===== config.mk =====
export PLATFORM = sky130hd
export DESIGN_NAME = csa_pipe_adder_flat
export DESIGN_NICKNAME = d
export VERILOG_FILES = /design/src/rtl/csa_pkg.sv /design/src/rtl/csa_pipe_adder_if.sv /design/src/rtl/csa_slice.sv /design/src/rtl/csa_pipe_adder.sv /design/src/flat_wrapper.sv
export SDC_FILE = /design/constraint.sdc
export NUM_CORES = 1
export LEC_CHECK = 0
export CORE_MARGIN = 10
export CORE_UTILIZATION = 60
export DETAILED_ROUTE_END_ITERATION = 10
export HOLD_SLACK_MARGIN = 0.02
export PLACE_DENSITY = 0.93
export SLEW_MARGIN = 20
export SYNTH_ARGS = -nofsm -noshare
export SYNTH_HDL_FRONTEND = slang
export SYNTH_HIERARCHICAL = 1
export SYNTH_SLANG_ARGS = --single-unit

===== constraint.sdc =====
create_clock -name clk -period 7.48 [get_ports clk]
set_clock_uncertainty 0.15 [all_clocks]
set_input_delay 1.496 -clock clk [delete_from_list [all_inputs] [get_ports clk]]
set_output_delay 1.496 -clock clk [all_outputs]
set_load 0.1 [all_outputs]

===== src/rtl/csa_pkg.sv =====
// Shared parameters and helpers for the pipelined carry-select adder.
package csa_pkg;

  localparam logic SEL_C0 = 1'b0;
  localparam logic SEL_C1 = 1'b1;

  function automatic int slice_w(
    input int width,
    input int stages
  );
    return (stages >= 1) ? width / stages : width;
  endfunction

  function automatic bit cfg_ok(
    input int width,
    input int stages
  );
    return (stages >= 1) && (stages <= width) &&
           (width % stages == 0);
  endfunction

endpackage


===== src/rtl/csa_pipe_adder_if.sv =====
// Operand and result valid/ready handshakes of csa_pipe_adder.
interface csa_pipe_adder_if #(
  parameter int WIDTH = 32
);

  logic             in_valid;
  logic             in_ready;
  logic [WIDTH-1:0] a;
  logic [WIDTH-1:0] b;
  logic             cin;
  logic             sub;
  logic             out_valid;
  logic             out_ready;
  logic [WIDTH-1:0] sum;
  logic             cout;
  logic             ovf;

  modport master (
    output in_valid, a, b, cin, sub, out_ready,
    input  in_ready, out_valid, sum, cout, ovf
  );

  modport slave (
    input  in_valid, a, b, cin, sub, out_ready,
    output in_ready, out_valid, sum, cout, ovf
  );

endinterface


===== src/rtl/csa_slice.sv =====
// One carry-select slice: two adders for carry-in 0/1, then a select.
module csa_slice
  import csa_pkg::*;
#(
  parameter int SW = 8
) (
  input  logic [SW-1:0] a,
  input  logic [SW-1:0] b,
  input  logic          c_in,
  output logic [SW-1:0] s,
  output logic          c_out
);

  logic [SW:0] r0;
  logic [SW:0] r1;

  assign r0 = {1'b0, a} + {1'b0, b};
  assign r1 = {1'b0, a} + {1'b0, b} + {{SW{1'b0}}, 1'b1};

  always_comb begin
    {c_out, s} = r0;
    unique case (c_in)
      SEL_C0:  {c_out, s} = r0;
      SEL_C1:  {c_out, s} = r1;
      default: {c_out, s} = r0;
    endcase
  end

endmodule


===== src/rtl/csa_pipe_adder.sv =====
// Pipelined carry-select adder/subtractor, one slice per stage,
// operands skewed in and results de-skewed out on a rigid pipeline.
module csa_pipe_adder
  import csa_pkg::*;
#(
  parameter int WIDTH  = 32,
  parameter int STAGES = 4
) (
  input logic             clk,
  input logic             rst,
  csa_pipe_adder_if.slave bus
);

  localparam int SW = slice_w(WIDTH, STAGES);
  localparam int L  = STAGES - 1;

  logic             adv;
  logic             acc;
  logic [WIDTH-1:0] b_eff;
  logic             c_eff;
  logic             ovf_nx;
  logic             ovf_q;

  if (!cfg_ok(WIDTH, STAGES)) begin : g_cfg_err
    $error("csa_pipe_adder: bad WIDTH/STAGES");
  end

  assign adv          = !bus.out_valid || bus.out_ready;
  assign acc          = bus.in_valid && adv;
  assign bus.in_ready = adv;
  assign b_eff        = bus.sub ? ~bus.b : bus.b;
  assign c_eff        = bus.cin ^ bus.sub;

  for (genvar k = 0; k < STAGES; k++) begin : g_st
    // a_in/b_in hold the not-yet-added operand bits, current slice lowest
    localparam int RW = WIDTH - k * SW;

    logic [RW-1:0]         a_in;
    logic [RW-1:0]         b_in;
    logic                  c_in;
    logic                  v_in;
    logic [SW-1:0]         ss;
    logic                  sc;
    logic [(k+1)*SW-1:0]   r_nx;
    logic [(k+1)*SW-1:0]   r_q;
    logic                  v_q;
    logic                  c_q;

    if (k == 0) begin : g_head
      assign a_in = bus.a;
      assign b_in = b_eff;
      assign c_in = c_eff;
      assign v_in = acc;
      assign r_nx = ss;
    end else begin : g_body
      assign a_in = g_st[k-1].g_skew.a_q;
      assign b_in = g_st[k-1].g_skew.b_q;
      assign c_in = g_st[k-1].c_q;
      assign v_in = g_st[k-1].v_q;
      assign r_nx = {ss, g_st[k-1].r_q};
    end

    csa_slice #(
      .SW (SW)
    ) u_slice (
      .a     (a_in[SW-1:0]),
      .b     (b_in[SW-1:0]),
      .c_in  (c_in),
      .s     (ss),
      .c_out (sc)
    );

    always_ff @(posedge clk) begin
      if (rst) begin
        v_q <= 1'b0;
        c_q <= 1'b0;
        r_q <= '0;
      end else if (adv) begin
        v_q <= v_in;
        c_q <= sc;
        r_q <= r_nx;
      end
    end

    if (k < L) begin : g_skew
      logic [RW-SW-1:0] a_q;
      logic [RW-SW-1:0] b_q;

      always_ff @(posedge clk) begin
        if (rst) begin
          a_q <= '0;
          b_q <= '0;
        end else if (adv) begin
          a_q <= a_in[RW-1:SW];
          b_q <= b_in[RW-1:SW];
        end
      end
    end
  end

  assign ovf_nx =
    (g_st[L].a_in[SW-1] == g_st[L].b_in[SW-1]) &&
    (g_st[L].ss[SW-1] != g_st[L].a_in[SW-1]);

  always_ff @(posedge clk) begin
    if (rst) begin
      ovf_q <= 1'b0;
    end else if (adv) begin
      ovf_q <= ovf_nx;
    end
  end

  assign bus.out_valid = g_st[L].v_q;
  assign bus.sum       = g_st[L].r_q;
  assign bus.cout      = g_st[L].c_q;
  assign bus.ovf       = ovf_q;

endmodule


===== src/flat_wrapper.sv =====
// flat-port wrapper written by rule: the top's interface ports become plain ports
module csa_pipe_adder_flat import csa_pkg::*;
#(
  parameter int WIDTH  = 32,
  parameter int STAGES = 4
)
  (clk, rst, bus_in_valid, bus_a, bus_b, bus_cin, bus_sub, bus_out_ready, bus_in_ready, bus_out_valid, bus_sum, bus_cout, bus_ovf);
  csa_pipe_adder_if #(.WIDTH(WIDTH)) bus_i ();
  input logic clk;
  input logic rst;
  input wire logic [$bits(bus_i.in_valid)-1:0] bus_in_valid;
  input wire logic [$bits(bus_i.a)-1:0] bus_a;
  input wire logic [$bits(bus_i.b)-1:0] bus_b;
  input wire logic [$bits(bus_i.cin)-1:0] bus_cin;
  input wire logic [$bits(bus_i.sub)-1:0] bus_sub;
  input wire logic [$bits(bus_i.out_ready)-1:0] bus_out_ready;
  output wire logic [$bits(bus_i.in_ready)-1:0] bus_in_ready;
  output wire logic [$bits(bus_i.out_valid)-1:0] bus_out_valid;
  output wire logic [$bits(bus_i.sum)-1:0] bus_sum;
  output wire logic [$bits(bus_i.cout)-1:0] bus_cout;
  output wire logic [$bits(bus_i.ovf)-1:0] bus_ovf;
  assign bus_i.in_valid = bus_in_valid;
  assign bus_i.a = bus_a;
  assign bus_i.b = bus_b;
  assign bus_i.cin = bus_cin;
  assign bus_i.sub = bus_sub;
  assign bus_i.out_ready = bus_out_ready;
  assign bus_in_ready = bus_i.in_ready;
  assign bus_out_valid = bus_i.out_valid;
  assign bus_sum = bus_i.sum;
  assign bus_cout = bus_i.cout;
  assign bus_ovf = bus_i.ovf;
  csa_pipe_adder #(.WIDTH(WIDTH), .STAGES(STAGES)) u_core (.clk(clk), .rst(rst), .bus(bus_i));
endmodule

======== Yosys cells after proc, flatten, opt, wreduce, memory -nomap -nowiden ========
Cells that the tools add are included.
word-level totals
  flip-flop bits (word level) ............. 185
  logic and storage cells ................. 48
  output and inout bits ................... 36
  input port bits ......................... 70
cells by class
  reductions and logical operators ........ 4
  add/sub/neg operators ................... 8
  bitwise operators ....................... 6
  multiplexer cells ....................... 9
  equality and inequality tests ........... 2
operator list
  operator                                                        count
  8-bit case mux with 2 select lines                              4
  8-bit by 8-bit adder with 9-bit output                          4
  9-bit by 1-bit adder with 9-bit output (second input constant)  4
  32-bit two-way mux                                              1
  32-bit NOT                                                      1
  1-bit case mux with 2 select lines                              4
  1-bit NOT                                                       4
  1-bit logical AND                                               2
  1-bit == test                                                   1
  1-bit zero test                                                 1
  1-bit logical OR                                                1
  1-bit inequality test                                           1
  1-bit bitwise XOR                                               1

======== Depth between registers and ports, before layout ========
  depth after elaboration ................. 5
  mapped depth ............................ 13
  depth with buffers taken out ............ 11

======== By module ========
The synthesis kept the hierarchy.
modules (own cells, without submodules)
  module                                   instances  area each (µm²)  seq. area each (µm²)  cells an instance
  csa_pipe_adder                           1          6867.8           3703.6                817
  csa_slice at u_core.g_st[1].u_slice ...  3          461.7            0.0                   61
  csa_slice at u_core.g_st[0].u_slice      1          501.7            0.0                   60

======== Least setup slack after synthesis ========
OpenSTA, ideal clock, no wires.
  kind .................................... input port to flip-flop
  start ................................... input port bus_sub
  end ..................................... register u_core.g_st[0].c_q
  buffers on the path ..................... 2
  setup slack ............................. 3.289 ns
  stages .................................. 13
  arrival time ............................ 3.971 ns
  required time ........................... 7.260 ns
  library setup time ...................... 0.070 ns
  cell sequence ........................... buf_4 buf_4 xor2_1 ha_1 fa_1 ha_1 nand2_1 nor4b_4 nand4_2 nor4b_2 xnor2_1 nand2_1 a21oi_1
between the ends
  cells in the longest elaborated chain, start to end .. 4
  elaborated cells between the ends (all ways) .. 6
  those cells by class .................... add/sub (2); mux (2); bitwise (2)
RTL lines
  item                                      RTL line                          text
  start: declaration                        flat_wrapper.sv:15                input wire logic [$bits(bus_i.sub)-1:0] bus_sub;
  32-bit two-way mux *                      csa_pipe_adder.sv:31              assign b_eff = bus.sub ? ~bus.b : bus.b;
  net u_core.b_eff[0]                       csa_pipe_adder.sv:19              logic [WIDTH-1:0] b_eff;
  8-bit by 8-bit adder with 9-bit output *  csa_slice.sv:17, csa_slice.sv:18
  9-bit by 1-bit adder with 9-bit output    csa_slice.sv:18                   assign r1 = {1'b0, a} + {1'b0, b} + {{SW{1'b0}}, 1'b1};
  1-bit case mux with 2 select lines *      csa_slice.sv:22                   unique case (c_in)
  net u_core.g_st[0].sc                     csa_pipe_adder.sv:43              logic sc;
  end signal: assignment                    csa_pipe_adder.sv:76              c_q <= 1'b0;
  end signal: assignment                    csa_pipe_adder.sv:80              c_q <= sc;
  end: declaration                          csa_pipe_adder.sv:47              logic c_q;
The timed path passes the listed nets; every way through them passes the cells marked *.
A chain may end at the register's enable or synchronous reset.

======== Final worst setup path ========
  start ................................... input port bus_out_ready
  end ..................................... output port bus_in_ready
between the ends
  cells in the longest elaborated chain, start to end .. 1
RTL lines
  item                RTL line              text
  start: declaration  flat_wrapper.sv:16    input wire logic [$bits(bus_i.out_ready)-1:0] bus_out_ready;
  1-bit logical OR    csa_pipe_adder.sv:28  assign adv = !bus.out_valid || bus.out_ready;
  end: declaration    flat_wrapper.sv:17    output wire logic [$bits(bus_i.in_ready)-1:0] bus_in_ready;
Every way passes these cells.

==> results.toml <==
[run_status]
status = "finished clean"

[placed_design]
hpwl_mm = 12.5
gp_congestion = 0.875
dp.cells = 1289
io_buffers = 105
dp_slack_ps = 2150

[routing]
dr.pass1.iters = 5
vias = 7142
ant_nets = 0
viasPerCell = 5.41
first_iter_violations = 597
wl_per_cell_um = 14.4
drc_errors = 0
finalWirelength_mm = 19.1

[synth]
syn_nets = 1170
synth_edf_count = 0
seq_area_frac_synth = 0.423
syn_area_per_cell_um2 = 8.26
synthFlopType = "dfxtp_1"
synth.yosys.warnings = 6
synth_async_sr_flop_share = 0
syn_area_um2 = 8750
netlist_instances = 1060
synth_seq_cells = 185
yosysUniqueCellTypes = 45

[pwr]
p_leak_nw = 3.96
ir_worst_vdd_mv = 0.155
design_power_total_mw = 2.39
cellPowerDensity_nw_per_um2 = 233

[global_route]
grt_use_met1 = 0.236
grt_pass1_wl_mm = 32.0
grt_pass1_vias = 6915
grt_usage = 0.188
antenna_found_initial = 0
top_usage_layer = "met2"
grtUsageMet2 = 0.298
grt.overflow.total = 0
grt_max_degree = 107
use_met3 = 0.0487

[floorplan]
coreArea_um2 = 14400
row_count = 44
die_h_um = 141
ioPinCount = 106
die_width_um = 141
dieArea_um2 = 19800
start_util = 0.607

[cells_and_area]
num-fill-cells = 1011
syn_to_final_growth_pct = 17.0
drive_gt1_frac = 0.0704
nets = 1234
final_cell_count_no_fill = 1320
seq_area_um2 = 3700
diodes = 0
multiInputGateArea_um2 = 4590

[sta]
drv_slew = 0
fin_crit_sh = 0.715
max_clock_freq_ghz = 0.187
final.setup.worst_slack_ps = 2130
tightest_slew_ps = 1060
slew_headroom = 0.296
finalHoldViolations = 0
setup_viol = 0
rsz0062_at_grt = "false"
post-route-min-period_ps = 5350
setup-tns-final_ps = 0

[worst_setup_path]
path_cells = "clkdlybuf4s50_1 -> nor2b_4 -> inv_6 -> clkdlybuf4s50_1"
setup.worst_path.end_class = "output pin"
crit_path_start_kind = "primary input"
crit_slowest_cell = "clkdlybuf4s50_1"
arrival_ps = 3700
cpMostUsedCell = "clkdlybuf4s50_1"
criticalPathCategory = "in2out"
required_ps = 5830
crit_fanout = 69
max_stage_delay_ps = 1250

[cts]
cts_sinks = 185
clock_latency_ps = 420
htreeDepth = 4
post_cts_resize_count = 0
cts_hold_buf = 0
clockBufferDepth = 2
path_clk_slew_ps = 70
cts_tree = "built"
tritoncts.num_buffers = 17
cts_root_buf = "clkbuf_16"
post_cts_buffers = 0

[flow_run]
maxCapViolations = 0

[min_path]
min-delay-path-class = "reg2reg"
## logic make-up (layout without fill, tap and decap cells)
kind of cell / Yosys count / in the layout / synth area share
AND/OR/NAND/NOR: 441 / 441 / 0.213
AO/OA/AOI/OAI: 238 / 238 / 0.165
flip-flops: 185 / 185 / 0.423
XOR/XNOR: 79 / 79 / 0.0799
buffers and inverters: 73 / 149 / 0.0527
adder cells (fa/ha/maj): 40 / 40 / 0.0606
multiplexers: 4 / 4 / 0.00514
## through the flow
stage | util | instance area [um2] | hold slack [ps]
6_report | 0.710 | 10200 | 300
5_1_grt | 0.710 | 10200 | 315
4_1_cts | 0.710 | 10200 | 302
3_5_place_dp | 0.669 | 9650 | 292
3_3_place_gp | 0.669 | 9650 | 288
2_1_floorplan | - | 8750 | 282
## registers in the layout, indices dropped and copies added (netlist names)
signal,cells
u_core/bus.cout,1
u_core/bus.out_valid,1
u_core/bus.ovf,1
u_core/bus.sum,32
u_core/g_st.c_q,3
u_core/g_st.g_skew.a_q,48
u_core/g_st.g_skew.b_q,48
u_core/g_st.r_q,48
u_core/g_st.v_q,3
## placed cells by master, fill, tap and decap left out, types with 12 or more instances in the layout
master           instances
xnor2_1                 47
ha_1                    36
clkdlybuf4s50_1        103
nor3_1                  13
clkbuf_16               17
nand2_1                341
dfxtp_1                185
xor2_1                  31
nand3_1                 12
nor2_1                  43
a21oi_1                182
a211oi_2                24
## layer usage
metal | wire length, um | part of all wire | vias up
met1 | 8610 | 0.45 | 3263
met4 | 466 | 0.024 | 0
met5 | 0 | 0 | -
met3 | 974 | 0.051 | 30
li1 | - | - | 3658
met2 | 9010 | 0.47 | 191
## Yosys cell counts (all sizes together) (2+ instances only)
master / number / area share
nor2: 43 / 0.018
inv: 7 / 0.0030
dfxtp: 185 / 0.42
nand3: 12 / 0.0069
nand3b: 2 / 0.0017
a21boi: 3 / 0.0026
o21bai: 7 / 0.0060
a21oi: 182 / 0.10
clkbuf: 18 / 0.0086
a211oi: 29 / 0.039
and4bb: 3 / 0.0043
a21o: 4 / 0.0034
ha: 36 / 0.051
nor4b: 2 / 0.0044
nand4: 8 / 0.0064
or4b: 3 / 0.0034
buf: 48 / 0.041
nor3b: 4 / 0.0034
and4b: 4 / 0.0046
nor3: 13 / 0.0074
xnor2: 47 / 0.047
xor2: 32 / 0.033
o21ba: 4 / 0.0046
fa: 4 / 0.0091
o21ai: 8 / 0.0046
nand2: 341 / 0.15
mux2: 4 / 0.0051
## worst max-delay path, delay by kind of cell
kind | cells | cell delay (ps)
buffers and inverters | 3 | 2110
AND/OR/NAND/NOR | 1 | 70
## final cells by class
| type | instances | area share |
|---|---|---|
| repair buffers | 111 | 0.107 |
| multi-input cells | 802 | 0.448 |
| inverters | 7 | 0.00305 |
| clock buffers | 20 | 0.0455 |
| well taps | 184 | 0.0225 |
| flip-flops and latches | 185 | 0.361 |
| clock inverters | 11 | 0.0131 |
## path summary, 6_finish.rpt
kind                                                    from                 to  slack, ps  depth (start not counted)
worst max-delay path                           bus_out_ready       bus_in_ready       2130                          4
worst min-delay path                       u_core/bus.sum[6]  u_core/bus.sum[6]        300                          2
worst min register to register             u_core/bus.sum[6]  u_core/bus.sum[6]        300                          2
worst max register to register  u_core/g_st[2].g_skew.a_q[0]    u_core/bus.cout       4230                         10
## power breakdown
group / switching (mW) / internal [mW]
Combinational: 0.228 / 0.162
Clock: 0.380 / 0.523
Sequential: 0.0386 / 1.05
(Power assumes the default switching activity.)
